===== src/rtl/dir_pulser.sv =====
// Key conditioner: synchronise, debounce and one-shot four active-low buttons into a one-hot
// valid/ready direction request. Optional auto-repeat of a held key via the KEY_REPEAT_EN macro.
//
// state   | meaning
// --------+--------------------------------------------------------------
// RELEASE | wait for all keys released (debounced and synchronised)
// ARMED   | ready to issue the next single-key press
// ISSUE   | request pending, held until dir_valid && dir_ready
module dir_pulser #(
  parameter int unsigned DEBOUNCE_CYCLES = 16,
  parameter int unsigned REPEAT_CYCLES   = 2500000
) (
  input  logic       clock,
  input  logic       reset,
  input  logic [3:0] key_n,
  input  logic       dir_ready,
  output logic       dir_valid,
  output logic [3:0] direction,
  output logic       multi_key
);

  localparam int CNT_W = $clog2(DEBOUNCE_CYCLES);
  localparam logic [CNT_W-1:0] CNT_MAX = CNT_W'(DEBOUNCE_CYCLES - 1);

  typedef enum logic [1:0] {
    RELEASE = 2'd0,
    ARMED   = 2'd1,
    ISSUE   = 2'd2
  } state_t;

  state_t           state_q;
  logic [3:0]       s1_q, s2_q;
  logic [3:0]       stable_q, stable_d;
  logic [CNT_W-1:0] cnt_q, cnt_d;
  logic [1:0]       prime_q;
  logic             dir_valid_q;
  logic [3:0]       direction_q;
  logic             multi_key_q;
  logic             stable_multi;
  logic             stable_onehot;

  always_ff @(posedge clock) begin
    if (reset) begin
      s1_q     <= '0;
      s2_q     <= '0;
      stable_q <= '0;
      cnt_q    <= '0;
    end else begin
      s1_q     <= ~key_n;
      s2_q     <= s1_q;
      stable_q <= stable_d;
      cnt_q    <= cnt_d;
    end
  end

  // One counter shared by all four keys; any return to the stable value restarts it.
  always_comb begin
    stable_d = stable_q;
    cnt_d    = cnt_q;
    if (s2_q == stable_q) begin
      cnt_d = '0;
    end else if (cnt_q == CNT_MAX) begin
      stable_d = s2_q;
      cnt_d    = '0;
    end else begin
      cnt_d = cnt_q + 1'b1;
    end
  end

  assign stable_multi  = (stable_q & (stable_q - 4'd1)) != 4'd0;
  assign stable_onehot = (stable_q != 4'd0) && !stable_multi;

`ifdef KEY_REPEAT_EN
  localparam int REP_W = $clog2(REPEAT_CYCLES);
  localparam logic [REP_W-1:0] REP_MAX = REP_W'(REPEAT_CYCLES - 1);
  logic [REP_W-1:0] rep_q;
  logic [3:0]       last_dir_q;
`else
  logic unused_repeat;
  assign unused_repeat = ^REPEAT_CYCLES;
`endif

  always_ff @(posedge clock) begin
    if (reset) begin
      state_q     <= RELEASE;
      dir_valid_q <= 1'b0;
      direction_q <= '0;
      multi_key_q <= 1'b0;
      prime_q     <= '0;
`ifdef KEY_REPEAT_EN
      rep_q       <= '0;
      last_dir_q  <= '0;
`endif
    end else begin
      multi_key_q <= stable_multi;
      prime_q     <= {prime_q[0], 1'b1};
`ifdef KEY_REPEAT_EN
      rep_q       <= '0;
`endif
      case (state_q)
        RELEASE: begin
          // prime_q keeps a key held through reset from looking released while the
          // synchroniser still holds its reset value.
          if (prime_q[1] && (stable_q == 4'd0) && (s2_q == 4'd0)) begin
            state_q <= ARMED;
          end
`ifdef KEY_REPEAT_EN
          else if ((last_dir_q != 4'd0) && (stable_q == last_dir_q)) begin
            if (rep_q == REP_MAX) begin
              dir_valid_q <= 1'b1;
              direction_q <= last_dir_q;
              state_q     <= ISSUE;
            end else begin
              rep_q <= rep_q + 1'b1;
            end
          end
`endif
        end
        ARMED: begin
          if (stable_onehot) begin
            dir_valid_q <= 1'b1;
            direction_q <= stable_q;
            state_q     <= ISSUE;
          end else if (stable_multi) begin
            state_q <= RELEASE;
          end
        end
        ISSUE: begin
          if (dir_ready) begin
            dir_valid_q <= 1'b0;
            direction_q <= '0;
            state_q     <= RELEASE;
`ifdef KEY_REPEAT_EN
            last_dir_q  <= direction_q;
`endif
          end
        end
        default: begin
          dir_valid_q <= 1'b0;
          direction_q <= '0;
          state_q     <= RELEASE;
        end
      endcase
    end
  end

  assign dir_valid = dir_valid_q;
  assign direction = direction_q;
  assign multi_key = multi_key_q;

endmodule


===== config.mk =====
export PLATFORM = sky130hd
export DESIGN_NAME = dir_pulser
export DESIGN_NICKNAME = d
export VERILOG_FILES = /design/src/rtl/dir_pulser.sv
export SDC_FILE = /design/constraint.sdc
export NUM_CORES = 1
export LEC_CHECK = 0
export BUFFER_PORTS_ARGS = -buffer_cell sky130_fd_sc_hd__buf_4
export CAP_MARGIN = 20
export CELL_PAD_IN_SITES_DETAIL_PLACEMENT = 1
export CELL_PAD_IN_SITES_GLOBAL_PLACEMENT = 1
export CORE_UTILIZATION = 42
export DETAILED_ROUTE_END_ITERATION = 8
export PLACE_DENSITY_LB_ADDON = 0.1
export SLEW_MARGIN = 20
export SYNTH_ARGS = -nofsm -noshare
export SYNTH_HDL_FRONTEND = slang
export SYNTH_SLANG_ARGS = --single-unit

===== constraint.sdc =====
create_clock -name clock -period 1.7 [get_ports clock]
set_input_delay 0.085 -clock clock [delete_from_list [all_inputs] [get_ports clock]]
set_output_delay 0.085 -clock clock [all_outputs]
set_load 0.01 [all_outputs]

==> results.json, run 1 <==
{
  "rsz0062_at_grt": "no",
  "yosysTopAreaCell": "dfxtp_1",
  "rows": 17,
  "worstHoldStart": "reset",
  "antenna_found_initial": 0,
  "initial_utilization_pct": 45.4,
  "grt_overflow_total": 0,
  "intPower_uw": 893,
  "cts_setup_buffers": 0,
  "slew_violations": 0,
  "ys_warn_count": 0,
  "die_area_mm2": 0.00264,
  "peakVddDrop_v": 0.000605,
  "reg2reg_slack_ns": 0.22,
  "timing.rr.end": "direction[2]",
  "clock_skew_ns": 0.00740,
  "synth_area_mm2": 0.00102,
  "cts_root_buf": "clkbuf_4",
  "route.vias.total": 695,
  "synth.net_count": 106,
  "ant_nets": 0,
  "syn_area_per_cell_um2": 10.4,
  "yosysUniqueCellTypes": 26,
  "slew_headroom_pct": 70.0,
  "end_kind": "flop",
  "area_delta_synth_final_pct": 18.5,
  "arrival_ns": 1.73,
  "max_freq_ghz": 0.675,
  "r2r-start": "stable_q[0]",
  "period_needed_ns": 1.48,
  "nets": 123,
  "first_pass_iters": 4,
  "utilization_pct": 53.8,
  "clockPowerShare_pct": 37.6,
  "clockBufferDepth": 2,
  "drt_iter0_markers": 4,
  "worst-path-max-fanout": 6,
  "path_cells": "xnor2_4 > nor3_2 > o31ai_4 > mux2i_1",
  "cts_buffers": 3,
  "drive_gt1_share_pct": 21.9,
  "core_area_mm2": 0.00225,
  "ys_top_cells_by_area": "dfxtp_1 51%, mux2i_1 7.8%, nor2_1 5.5%",
  "grt_use_total_pct": 16.8,
  "finalCritPeriodShare_pct": 87.2,
  "power_switching_share_pct": 19.4,
  "clk_latency_ns": 0.31,
  "final_common_cell": "dfxtp_1",
  "n_antenna_cell": 0,
  "portBuffers": 12,
  "ios": 13,
  "crit_type": "flop to flop",
  "syn_inst": 98,
  "synth_top_cell_area_share_pct": 50.9,
  "grt_max_degree": 18,
  "p_comb_share_pct": 5.1,
  "reg2reg_depth": 4,
  "setup-tns-final_ns": 0,
  "tightest_slew_ns": 0.448,
  "die_w_um": 51.4,
  "status": "completed",
  "die_h_um": 51.4,
  "grt_first_pass_wirelength_mm": 3.17,
  "h-tree-depth": 1,
  "drc_errors": 0,
  "hold_depth": 2,
  "critPathRequiredTime_ns": 1.95,
  "dp_hpwl_mm": 1.31,
  "cts_sinks": 26,
  "ys_seq_area_share_pct": 50.9,
  "cp-start-kind": "flop",
  "yosys_register_bits": 26,
  "holdCritPathClass": "primary input to flop",
  "switchingPower_uw": 215,
  "globalplace.congestion": 0.675,
  "cap_violations": 0,
  "finalHoldViolations": 0,
  "slowest_delay_ns": 0.54,
  "crit_slowest_cell": "dfxtp_1",
  "wl_mm": 1.86,
  "setup_viol": 0,
  "viasPerCell": 4.89,
  "worstHoldEndpoint": "s1_q[2]",
  "p_leak_nw": 0.556,
  "seqPwrFrac_pct": 57.3,
  "cts.clk_slew.worst_paths_ns": 0.14,
  "cellPowerDensity_mw_per_mm2": 914,
  "final_cell_mix": "25 x dfxtp_1, 15 x nor2_1, 13 x buf_4",
  "avgRoutedWirePerCell_um": 13.1,
  "grt_pass1_vias": 700,
  "tritoncts": "yes"
}
critical path: cells and delay by family, from the launching register on:
kind / cells / cell delay, ns
muxes: 1 / 0.23
DFF: 1 / 0.54
and+or+nand+nor: 1 / 0.06
AOI/OAI and AO/OA: 1 / 0.43
xor gates and xnor gates: 1 / 0.15
through the flow:
step / area [um2] / hold WS [ns] / std cells / total power [mW] / worst slack (ns)
global route: 1210 / 0.0371 / 142 / 1.16 / 0.0812
detailed placement: 1120 / 0.239 / 134 / 0.698 / 0.175
CTS: 1210 / 0.0275 / 142 / 1.13 / 0.108
floorplan: 1020 / 0.152 / 98 / 0.675 / 0.435
finish: 1210 / 0.0364 / 142 / 1.11 / 0.218
global placement: 1120 / 0.240 / 134 / 0.695 / 0.238
worst max path at each step:
stage	end	from	cells past startpoint
after floorplan	direction[3]	stable_q[1]	4
after global placement	direction[2]	stable_q[1]	4
after detailed placement	direction[2]	stable_q[1]	4
after CTS	direction[2]	stable_q[1]	4
after global routing	direction[2]	stable_q[0]	4
final	direction[2]	stable_q[0]	4
registers in the layout, summed over array words and instances (netlist names):
register,count
multi_key,1
direction,4
s1_q,4
dir_valid,1
stable_q,4
s2_q,4
prime_q,2
cnt_q,4
state_q,2
power by group through the flow:
| stage | registers (mW) | clock network, mW | logic (mW) |
|---|---|---|---|
| after floorplan | 0.646 | 0 | 0.0295 |
| after global placement | 0.648 | 0 | 0.0471 |
| after global routing | 0.637 | 0.455 | 0.0635 |
| final | 0.635 | 0.417 | 0.0563 |
| after CTS | 0.636 | 0.434 | 0.0568 |
| after detailed placement | 0.649 | 0 | 0.0493 |
cell families after synthesis:
logic type	synth area share [%]
flops	50.9
xor+xnor	7.82
fa+ha+maj	2.20
compound gates	6.11
buf+inv	4.77
mux	7.82
simple gates	20.4
synthesized netlist by cell type:
master / count
ha_1: 1
xor2_1: 5
a31o_1: 1
nor3_1: 3
nand2_1: 10
buf_4: 3
o22ai_1: 1
buf_6: 1
mux2i_1: 8
xnor2_1: 1
nor3_2: 1
clkbuf_1: 1
inv_1: 3
o31ai_4: 1
nor2_1: 15
nor4_1: 1
o41ai_2: 1
nor4b_2: 2
dfxtp_1: 26
or2_2: 1
nand3_1: 2
xnor2_4: 1
nor2b_1: 5
a21oi_1: 2
nand2b_1: 1
maj3_1: 1
timing repair:
| action | in CTS | in global routing |
|---|---|---|
| hold buffers | 4 | 0 |
| resized for setup | 0 | 1 |
| hold endpoints to repair | 4 | 0 |
| setup endpoints to repair | 0 | 2 |
final cells by class:
cell class | count | area [um2]
fillers | 262 | 1040
clock buffers | 3 | 22.5
flip-flops and latches | 26 | 522
multi-input cells | 64 | 454
inverters | 3 | 11.3
clock inverters | 1 | 30.0
repair buffers | 17 | 138
well taps | 28 | 35.0
per-layer routing:
layer	share of wire [%]	vias up	GRT usage, %
li1	-	354	-
met2	51	7	29.2
met4	0.92	0	5.41
met5	0	-	0
met3	2.0	2	3.57
met1	46	332	20.4
(Power assumes the default switching activity.)
==> run 2: changes to the inputs <==
GPL_TIMING_DRIVEN = 0   (was not set)
==> results.json, run 2 (same netlist as run 1, synthesis figures left out) <==
{
  "viasPerCell": 4.86,
  "worstHoldStart": "dir_ready",
  "route.vias.total": 714,
  "place_ws_ns": 0.282,
  "hold_slack_ns": 0.0664,
  "final_cells": 147,
  "r2r-start": "state_q[0]",
  "path_cells": "or2_2 > a21oi_1 > nand2_1 > mux2i_1",
  "crit_start": "state_q[0]",
  "tritoncts": "yes",
  "grt_max_degree": 15,
  "cts_root_buf": "clkbuf_4",
  "globalplace.congestion": 0.742,
  "clk_latency_ns": 0.32,
  "setup-tns-final_ns": 0,
  "rsz0062_at_grt": "no",
  "drive_gt1_share_pct": 22.7,
  "final_cell_mix": "26 x dfxtp_1, 15 x buf_4, 15 x nor2_1",
  "core_area_mm2": 0.00225,
  "dp_cells": 138,
  "avgRoutedWirePerCell_um": 12.7,
  "ios": 13,
  "initial_utilization_pct": 45.4,
  "cap_violations": 0,
  "cellPowerDensity_mw_per_mm2": 809,
  "ant_nets": 0,
  "tightest_slew_ns": 0.436,
  "cts_buffers": 3,
  "p_leak_nw": 0.571,
  "cts_sinks": 26,
  "finalHoldViolations": 0,
  "period_needed_ns": 1.42,
  "crit_slowest_cell": "dfxtp_1",
  "wl_mm": 1.86,
  "crit_type": "flop to flop",
  "drt_iter0_markers": 2,
  "first_pass_iters": 4,
  "peakVddDrop_v": 0.000516,
  "die_w_um": 51.4,
  "area_delta_synth_final_pct": 20.7,
  "setup_viol": 0,
  "die_h_um": 51.4,
  "n_antenna_cell": 0,
  "end_kind": "flop",
  "clock_skew_ns": 0.0130,
  "nets": 128,
  "grt_pass1_vias": 758,
  "cp-start-kind": "flop",
  "placed_area_mm2": 0.00115,
  "design_area_mm2": 0.00123,
  "slew_violations": 0,
  "portBuffers": 12,
  "slew_headroom_pct": 70.9,
  "dp_hpwl_mm": 1.36,
  "n_fill_cell": 266,
  "slowest_delay_ns": 0.39,
  "grt_overflow_total": 0,
  "critPathRequiredTime_ns": 1.96,
  "antenna_found_initial": 0,
  "status": "completed",
  "cts.clk_slew.worst_paths_ns": 0.14,
  "arrival_ns": 1.68,
  "max_freq_ghz": 0.705,
  "final_common_cell": "dfxtp_1",
  "rows": 17,
  "holdCritPathClass": "primary input to flop",
  "finalCritPeriodShare_pct": 83.4,
  "die_area_mm2": 0.00264,
  "report.power.total_uw": 999,
  "h-tree-depth": 1,
  "clockBufferDepth": 2,
  "utilization_pct": 54.8,
  "grt_use_total_pct": 16.9,
  "grt_first_pass_wirelength_mm": 3.19,
  "worst-path-max-fanout": 5,
  "drc_errors": 0,
  "setup_slack_ns": 0.282
}
run 2: cell types whose count changed in the layout (fill, tap and decap cells not counted):
cell and delta:
buf_4 +2, dfxtp_1 +1, dfxtp_2 -1, buf_6 +1
clkbuf_1 +1, bufinv_16 -1, dlygate4sd3_1 +1, clkbuf_8 +1
run 2: where the power goes:
part           internal [mW]  leakage [nW]  switching, mW
sequential             0.625         0.212         0.0101
combinational         0.0314         0.337         0.0266
clock                  0.131        0.0210          0.175
total                  0.788         0.571          0.212
run 2: per-layer routing:
metal	routed length, um	vias to the layer above	track usage (%)
met5	0	-	0
met4	44	0	9.46
met3	40	5	3.57
met2	877	10	28.6
met1	899	337	19.6
li1	-	362	-
run 2: timing repair:
action,CTS,global route
endpoints found under the hold margin,8,0
resized for setup,0,0
setup buffers,0,0
hold buffers,5,0
run 2: path summary, 6_finish.rpt:
check | to | slack, ns | depth (start not counted)
max | direction[0] | 0.28 | 4
min | state_q[1] | 0.07 | 3
max reg2reg | direction[0] | 0.28 | 4
min reg2reg | s2_q[3] | 0.45 | 1
run 2: cell type report:
cell class | instances | area [um2] | share of cell area [%]
clock buffer | 4 | 36.3 | 2.94
tap | 28 | 35.0 | 2.84
buffer | 5 | 37.5 | 3.04
sequential | 26 | 520 | 42.1
multi-input combinational | 64 | 454 | 36.8
timing repair buffer | 17 | 140 | 11.3
inverter | 3 | 11.3 | 0.912
run 2: critical path, delay by kind of cell (launching register included):
family          cells  cell delay, ns
simple gates        2            0.43
flops               1            0.39
compound gates      1            0.38
mux                 1            0.15
